## config.mk

```make
export PLATFORM = sky130hd
export DESIGN_NAME = aes_cbc_axis_framer_flat
export DESIGN_NICKNAME = d
export VERILOG_FILES = /design/src/rtl/aes_cbc_axis_framer_pkg.sv /design/src/rtl/axis_if.sv /design/src/rtl/aes_axis_serializer.sv /design/src/rtl/aes_cbc_axis_framer.sv /design/src/flat_wrapper.sv
export SDC_FILE = /design/constraint.sdc
export NUM_CORES = 1
export LEC_CHECK = 0
export ABC_AREA = 1
export CAP_MARGIN = 20
export CORE_MARGIN = 5
export CORE_UTILIZATION = 35
export CTS_BUF_LIST = sky130_fd_sc_hd__clkbuf_16
export DETAILED_ROUTE_END_ITERATION = 10
export PLACE_DENSITY = 0.58
export SETUP_SLACK_MARGIN = 0.5
export SKIP_LAST_GASP = 1
export SLEW_MARGIN = 20
export SYNTH_ARGS = -nofsm -noshare
export SYNTH_HDL_FRONTEND = slang
export SYNTH_SLANG_ARGS = --single-unit
```

## constraint.sdc

```tcl
create_clock -name Clk -period 2.3 [get_ports Clk]
set_input_delay 0.575 -clock Clk [delete_from_list [all_inputs] [get_ports Clk]]
set_output_delay 0.575 -clock Clk [all_outputs]
set_load 0.1 [all_outputs]
```

## src/rtl/aes_cbc_axis_framer_pkg.sv

```systemverilog
// Shared AES sizes and framer-wide types for the CBC AXI-Stream framer.
// The one-hot state constants live in the top module; only their width is shared here.
package aes_cbc_axis_framer_pkg;

    localparam int AES_BLOCK_SIZE     = 128;
    localparam int AES_256_KEY_LENGTH = 256;
    localparam int STATE_W            = 6;

    typedef logic [STATE_W-1:0] state_t;

    function automatic int beats_per_unit(input int w);
        return AES_BLOCK_SIZE / w;
    endfunction

endpackage

```

## src/rtl/axis_if.sv

```systemverilog
// AXI-Stream bundle carrying beats from the framer to the cipher core's slave port.
interface axis_if #(
    parameter int W = 8
);
    logic [W-1:0]   tdata;
    logic [W/8-1:0] tkeep;
    logic           tvalid;
    logic           tready;
    logic           tlast;
    logic           tuser;

    modport master (output tdata, tkeep, tvalid, tlast, tuser, input tready);
    modport slave  (input tdata, tkeep, tvalid, tlast, tuser, output tready);
endinterface

```

## src/rtl/aes_axis_serializer.sv

```systemverilog
// Slices a 128-bit unit into W-bit beats, least significant beat first.
// The beat counter only moves on a handshake and wraps after the last beat of a unit.
module aes_axis_serializer
    import aes_cbc_axis_framer_pkg::*;
#(
    parameter int W = 8
) (
    input  logic                      clk,
    input  logic                      rst_n,
    input  logic [AES_BLOCK_SIZE-1:0] src,
    input  logic                      beat_valid,
    input  logic                      beat_ready,
    output logic [W-1:0]              beat_data,
    output logic                      final_beat,
    output logic                      beat_fire
);
    localparam int N  = beats_per_unit(W);
    localparam int CW = $clog2(N);

    logic [CW-1:0] cnt_q, cnt_d;

    assign beat_fire  = beat_valid & beat_ready;
    assign final_beat = (cnt_q == CW'(N - 1));
    assign beat_data  = src[int'(cnt_q) * W +: W];

    always_comb begin
        cnt_d = cnt_q;
        if (beat_fire) begin
            cnt_d = final_beat ? '0 : cnt_q + CW'(1);
        end
    end

    always_ff @(posedge clk or negedge rst_n) begin
        if (!rst_n) begin
            cnt_q <= '0;
        end else begin
            cnt_q <= cnt_d;
        end
    end

endmodule

```

## src/rtl/aes_cbc_axis_framer.sv

```systemverilog
// Session framer: streams key_lo, key_hi and IV, then each text block, to the cipher core.
// A stall (tvalid without tready) leaves every register untouched, so beats are held stable.
module aes_cbc_axis_framer
    import aes_cbc_axis_framer_pkg::*;
#(
    parameter int M_AXIS_WIDTH = 8
) (
    input  logic                          Clk,
    input  logic                          Rst,
    input  logic                          Cmd_valid,
    output logic                          Cmd_ready,
    input  logic [AES_256_KEY_LENGTH-1:0] Cmd_key,
    input  logic [AES_BLOCK_SIZE-1:0]     Cmd_iv,
    input  logic                          Cmd_enc,
    input  logic                          Blk_valid,
    output logic                          Blk_ready,
    input  logic [AES_BLOCK_SIZE-1:0]     Blk_data,
    input  logic                          Blk_last,
    axis_if.master                        M_axis,
    output logic                          Busy
);
    localparam state_t ST_IDLE     = 6'b000001;
    localparam state_t ST_KEY_0    = 6'b000010;
    localparam state_t ST_KEY_1    = 6'b000100;
    localparam state_t ST_IV       = 6'b001000;
    localparam state_t ST_BLK_WAIT = 6'b010000;
    localparam state_t ST_TEXT     = 6'b100000;
    localparam state_t STREAMING   = ST_KEY_0 | ST_KEY_1 | ST_IV | ST_TEXT;

    state_t                          state_q, state_d;
    logic [AES_256_KEY_LENGTH-1:0]   key_q, key_d;
    logic [AES_BLOCK_SIZE-1:0]       iv_q, iv_d;
    logic [AES_BLOCK_SIZE-1:0]       blk_q, blk_d;
    logic                            enc_q, enc_d;
    logic                            last_q, last_d;

    logic [AES_BLOCK_SIZE-1:0]       src;
    logic [M_AXIS_WIDTH-1:0]         beat_data;
    logic                            tvalid;
    logic                            final_beat;
    logic                            beat_fire;

    assign tvalid    = (state_q & STREAMING) != '0;
    assign Cmd_ready = (state_q == ST_IDLE);
    assign Blk_ready = (state_q == ST_BLK_WAIT);
    assign Busy      = (state_q != ST_IDLE);

    always_comb begin
        src = '0;
        case (state_q)
            ST_KEY_0: src = key_q[127:0];
            ST_KEY_1: src = key_q[255:128];
            ST_IV:    src = iv_q;
            ST_TEXT:  src = blk_q;
            default:  src = '0;
        endcase
    end

    aes_axis_serializer #(.W(M_AXIS_WIDTH)) u_serializer (
        .clk        (Clk),
        .rst_n      (Rst),
        .src        (src),
        .beat_valid (tvalid),
        .beat_ready (M_axis.tready),
        .beat_data  (beat_data),
        .final_beat (final_beat),
        .beat_fire  (beat_fire)
    );

    assign M_axis.tvalid = tvalid;
    assign M_axis.tdata  = tvalid ? beat_data : '0;
    assign M_axis.tkeep  = {(M_AXIS_WIDTH/8){tvalid}};
    assign M_axis.tuser  = enc_q & tvalid;
    assign M_axis.tlast  = tvalid & (state_q == ST_TEXT) & last_q & final_beat;

    always_comb begin
        state_d = state_q;
        key_d   = key_q;
        iv_d    = iv_q;
        blk_d   = blk_q;
        enc_d   = enc_q;
        last_d  = last_q;
        case (state_q)
            ST_IDLE: begin
                if (Cmd_valid) begin
                    key_d   = Cmd_key;
                    iv_d    = Cmd_iv;
                    enc_d   = Cmd_enc;
                    state_d = ST_KEY_0;
                end
            end
            ST_KEY_0:    if (beat_fire && final_beat) state_d = ST_KEY_1;
            ST_KEY_1:    if (beat_fire && final_beat) state_d = ST_IV;
            ST_IV:       if (beat_fire && final_beat) state_d = ST_BLK_WAIT;
            ST_BLK_WAIT: begin
                if (Blk_valid) begin
                    blk_d   = Blk_data;
                    last_d  = Blk_last;
                    state_d = ST_TEXT;
                end
            end
            ST_TEXT: begin
                if (beat_fire && final_beat) begin
                    state_d = last_q ? ST_IDLE : ST_BLK_WAIT;
                end
            end
            // Any non-one-hot value falls back to idle rather than locking up.
            default: state_d = ST_IDLE;
        endcase
    end

    always_ff @(posedge Clk or negedge Rst) begin
        if (!Rst) begin
            state_q <= ST_IDLE;
            key_q   <= '0;
            iv_q    <= '0;
            blk_q   <= '0;
            enc_q   <= 1'b0;
            last_q  <= 1'b0;
        end else begin
            state_q <= state_d;
            key_q   <= key_d;
            iv_q    <= iv_d;
            blk_q   <= blk_d;
            enc_q   <= enc_d;
            last_q  <= last_d;
        end
    end

endmodule
```

## src/flat_wrapper.sv

```systemverilog
// flat-port wrapper written by rule: the top's interface ports become plain ports
module aes_cbc_axis_framer_flat import aes_cbc_axis_framer_pkg::*;
#(
    parameter int M_AXIS_WIDTH = 8
)
  (Clk, Rst, Cmd_valid, Cmd_ready, Cmd_key, Cmd_iv, Cmd_enc, Blk_valid, Blk_ready, Blk_data, Blk_last, Busy, M_axis_tdata, M_axis_tkeep, M_axis_tvalid, M_axis_tlast, M_axis_tuser, M_axis_tready);
  axis_if M_axis_i ();
  input  logic Clk;
  input  logic Rst;
  input  logic Cmd_valid;
  output logic Cmd_ready;
  input  logic [AES_256_KEY_LENGTH-1:0] Cmd_key;
  input  logic [AES_BLOCK_SIZE-1:0] Cmd_iv;
  input  logic Cmd_enc;
  input  logic Blk_valid;
  output logic Blk_ready;
  input  logic [AES_BLOCK_SIZE-1:0] Blk_data;
  input  logic Blk_last;
  output logic Busy;
  output wire logic [$bits(M_axis_i.tdata)-1:0] M_axis_tdata;
  output wire logic [$bits(M_axis_i.tkeep)-1:0] M_axis_tkeep;
  output wire logic [$bits(M_axis_i.tvalid)-1:0] M_axis_tvalid;
  output wire logic [$bits(M_axis_i.tlast)-1:0] M_axis_tlast;
  output wire logic [$bits(M_axis_i.tuser)-1:0] M_axis_tuser;
  input wire logic [$bits(M_axis_i.tready)-1:0] M_axis_tready;
  assign M_axis_tdata = M_axis_i.tdata;
  assign M_axis_tkeep = M_axis_i.tkeep;
  assign M_axis_tvalid = M_axis_i.tvalid;
  assign M_axis_tlast = M_axis_i.tlast;
  assign M_axis_tuser = M_axis_i.tuser;
  assign M_axis_i.tready = M_axis_tready;
  aes_cbc_axis_framer #(.M_AXIS_WIDTH(M_AXIS_WIDTH)) u_core (.Clk(Clk), .Rst(Rst), .Cmd_valid(Cmd_valid), .Cmd_ready(Cmd_ready), .Cmd_key(Cmd_key), .Cmd_iv(Cmd_iv), .Cmd_enc(Cmd_enc), .Blk_valid(Blk_valid), .Blk_ready(Blk_ready), .Blk_data(Blk_data), .Blk_last(Blk_last), .M_axis(M_axis_i), .Busy(Busy));
endmodule
```

==> results.toml <==
[grt]
busiest_layer = "met2"
grt_max_degree = 82
grt_pass1_vias = 23500
use_met2_pct = 40.7
grt_pass1_wl_um = 154000
gr-usage-met1_pct = 36.6
grt_usage_pct = 26.1
antenna_found_initial = 32
use_met3_pct = 5.19
grt-ovfl-total = 0

[job]
drv_cap = 0

[floorplanning]
coreArea_um2 = 71700
die_x_um = 280
floorplan.initialDensity_pct = 35.5
top_level_ports = 534
dieHeight_um = 280
rows = 98
die_area_um2 = 78200

[sta]
skew_ns = 0.0169
slew_violations = 0
post-route-min-period_ns = 3.43
slew_headroom_pct = 61.8
post-route-period-util_pct = 149
tightest_slew_ns = 0.569
hold_violations = 0
rsz0062_at_grt = "yes"
worst_slack_ns = -1.13
clock.fmax_mhz = 292
setup_viol = 517

[run_status]
violations = "negative setup slack"
outcome = "complete, but fails checks"

[yosys]
syn_area_um2 = 25400
ys_types = 27
syn-instance-count = 2583
synth_warnings = 0
synthTopCellsByCount = "523 x dfrtp_1, 385 x mux2_1, 376 x nand2_1, 345 x nor2_1, 305 x nand4_1"
synth_area_leaders = "dfrtp_1 51%, mux2_1 17%, nand4_1 7.5%"
synth_nets = 3103
synth_area_per_cell_um2 = 9.85
synth_ff_type = "dfrtp_1"
ys_ff_latch = 524
synthDominantCellAreaShare_pct = 51.5
yosysTopAreaCell = "dfrtp_1"
synth_edf_count = 0
yosysMostFrequentCell = "dfrtp_1"
ys_seq_area_share_pct = 51.6
async_flop_share_pct = 100

[placement]
dp_hpwl_um = 78000
dp_cells = 4061
gp_congestion = 0.934
place_ws_ns = -0.585
dpl_cell_area_um2 = 33700
portBuffers = 533

[worst_setup_path]
cp_max_fo = 6
crit_required_ns = 1.73
rrSetupSlack_ns = -0.20
arrival_ns = 2.85
critPathLaunchType = "register"
cp-end-kind = "primary output"
crit_type = "reg -> out"

[detailed_routing]
drtAntennaViolNets = 0
drt_first_iter_violations = 2386
dr.pass1.iters = 8
drt-total-wl_um = 111000
drc_errors = 0
routed_via_density = 5.42
wl_per_cell_um = 25.9
vias = 23200

[clock_network]
clk_pin_slew_ns = 0.06
cts_sinks = 524
clkLatencyLatePin_ns = 0.62
clockBufferDepth = 3
htree_levels = 2
cts_tree = "built"
numCtsBuffers = 59
root_buffer = "clkbuf_16"

[final_layout]
syn2layout_area_growth_pct = 50.3
final_util_pct = 53.3
final_area_um2 = 38200
finalNonFillerCells = 4285
drive_gt1_share_pct = 18.9
fin_nets = 3780

[power_and_ir_drop]
ir_drop_mv = 1.91
power_leakage_nw = 17.7
pwr_density_cell_nw_per_um2 = 1320

[min_path]
hold_class = "in -> async"
[repair_timing]
action / 4_1_cts / 5_1_grt
hold buffers: 1 / 0
setup endpoints to repair: 539 / 539
setup buffers: 21 / 24
pin swaps: 34 / 24
hold endpoints to repair: 22 / 0
gates cloned: 12 / 30
resized for setup: 105 / 147
[flip-flops by register name, indices dropped and copies added, names as in the netlist]
register,count
u_core.blk_q,128
u_core.enc_q,1
u_core.iv_q,128
u_core.key_q,256
u_core.last_q,1
u_core.state_q,6
u_core.u_serializer.cnt_q,4
[where the power goes]
group	total, mW	switching (mW)	internal, mW	leakage (nW)
Sequential	15.4	2.39	13.1	6.26
Clock	10.2	4.04	6.13	1.03
Combinational	24.9	13.5	11.4	10.4
[metrics by stage]
step	setup TNS, ns	hold WS (ns)	total power, mW
2_1_floorplan	-0.137	0.279	26.6
3_3_place_gp	-95.65	0.475	34.9
3_5_place_dp	-100.68	0.481	35.3
5_1_grt	-117.73	0.465	52.6
4_1_cts	-29.34	0.450	47.5
6_report	-69.85	0.461	50.5
[worst max-delay path, stage by stage (launching register included)]
cell and delay [ns]:
dfstp_2 0.57, buf_6 0.11, nor2_4 0.05, nand3_4 0.10, inv_4 0.06, buf_12 0.15
buf_12 0.15, nand2_4 0.06, nand2_2 0.05, nor2_2 0.13, nor2_1 0.06, nor2_1 0.18
nand3_2 0.13, nand3_4 0.15, nand2_8 0.08, buf_12 0.17
[logic make-up (layout without fill, tap and decap cells)]
kind of cell    count (synthesis)  in the layout  synth area share (%)
compound gates                133            133                  2.63
xor+xnor                        2              2                0.0689
fa+ha+maj                       1              1                0.0492
buf+inv                       350           1073                  5.96
flops                         524            524                  51.6
mux                           435            435                  19.3
other cells                     0             28                     0
simple gates                 1138           1139                  20.5
[placed cells by master, fill, tap and decap left out, types with 13 or more instances in the layout]
cell             count
nand2_2             14
nor2_4              15
nand3_2             29
mux2_1             341
diode_2             28
clkinv_1            20
clkdlybuf4s50_1    517
nand2_1            350
nand3_4             13
nor2_2              22
buf_4              132
dfrtp_1            519
clkbuf_16           80
buf_12              87
o21ai_1             16
a21oi_1             99
nor2_1             315
inv_1              128
nand4_1            305
mux2_4              43
buf_6               19
mux2_2              51
inv_2               13
buf_8               19
nand3_1             60
[final timing paths]
check,from,depth (start not counted),end
min reg2reg,u_core.iv_q[93]$_DFFE_PN0P_,1,u_core.iv_q[93]$_DFFE_PN0P_
min,Rst,2,u_core.key_q[247]$_DFFE_PN0P_
max reg2reg,u_core.state_q[3]$_DFFE_PN0P_,14,u_core.state_q[4]$_DFFE_PN0P_
min in group Clk,u_core.iv_q[93]$_DFFE_PN0P_,1,u_core.iv_q[93]$_DFFE_PN0P_
max,u_core.state_q[0]$_DFFE_PN1P_,15,M_axis_tdata[2]
max in group asynchronous,Rst,3,u_core.iv_q[79]$_DFFE_PN0P_
[cell type report]
type / instances / area (µm²)
Antenna cell: 28 / 70.1
Multi-Input combinational cell: 1710 / 11700
Inverter: 151 / 606
Sequential cell: 524 / 13100
Tap cell: 950 / 1190
Fill cell: 6226 / 33500
Timing Repair Buffer: 814 / 9480
Clock inverter: 47 / 536
Clock buffer: 61 / 1530
[per-layer routing]
metal,routed length [µm],part of all wire (%),vias up
met2,50600,46,1229
met1,46500,42,11500
met5,21,0.019,-
met3,9940,8.9,219
met4,4050,3.6,4
li1,-,-,10300
Power figures use the tool's default switching activity.
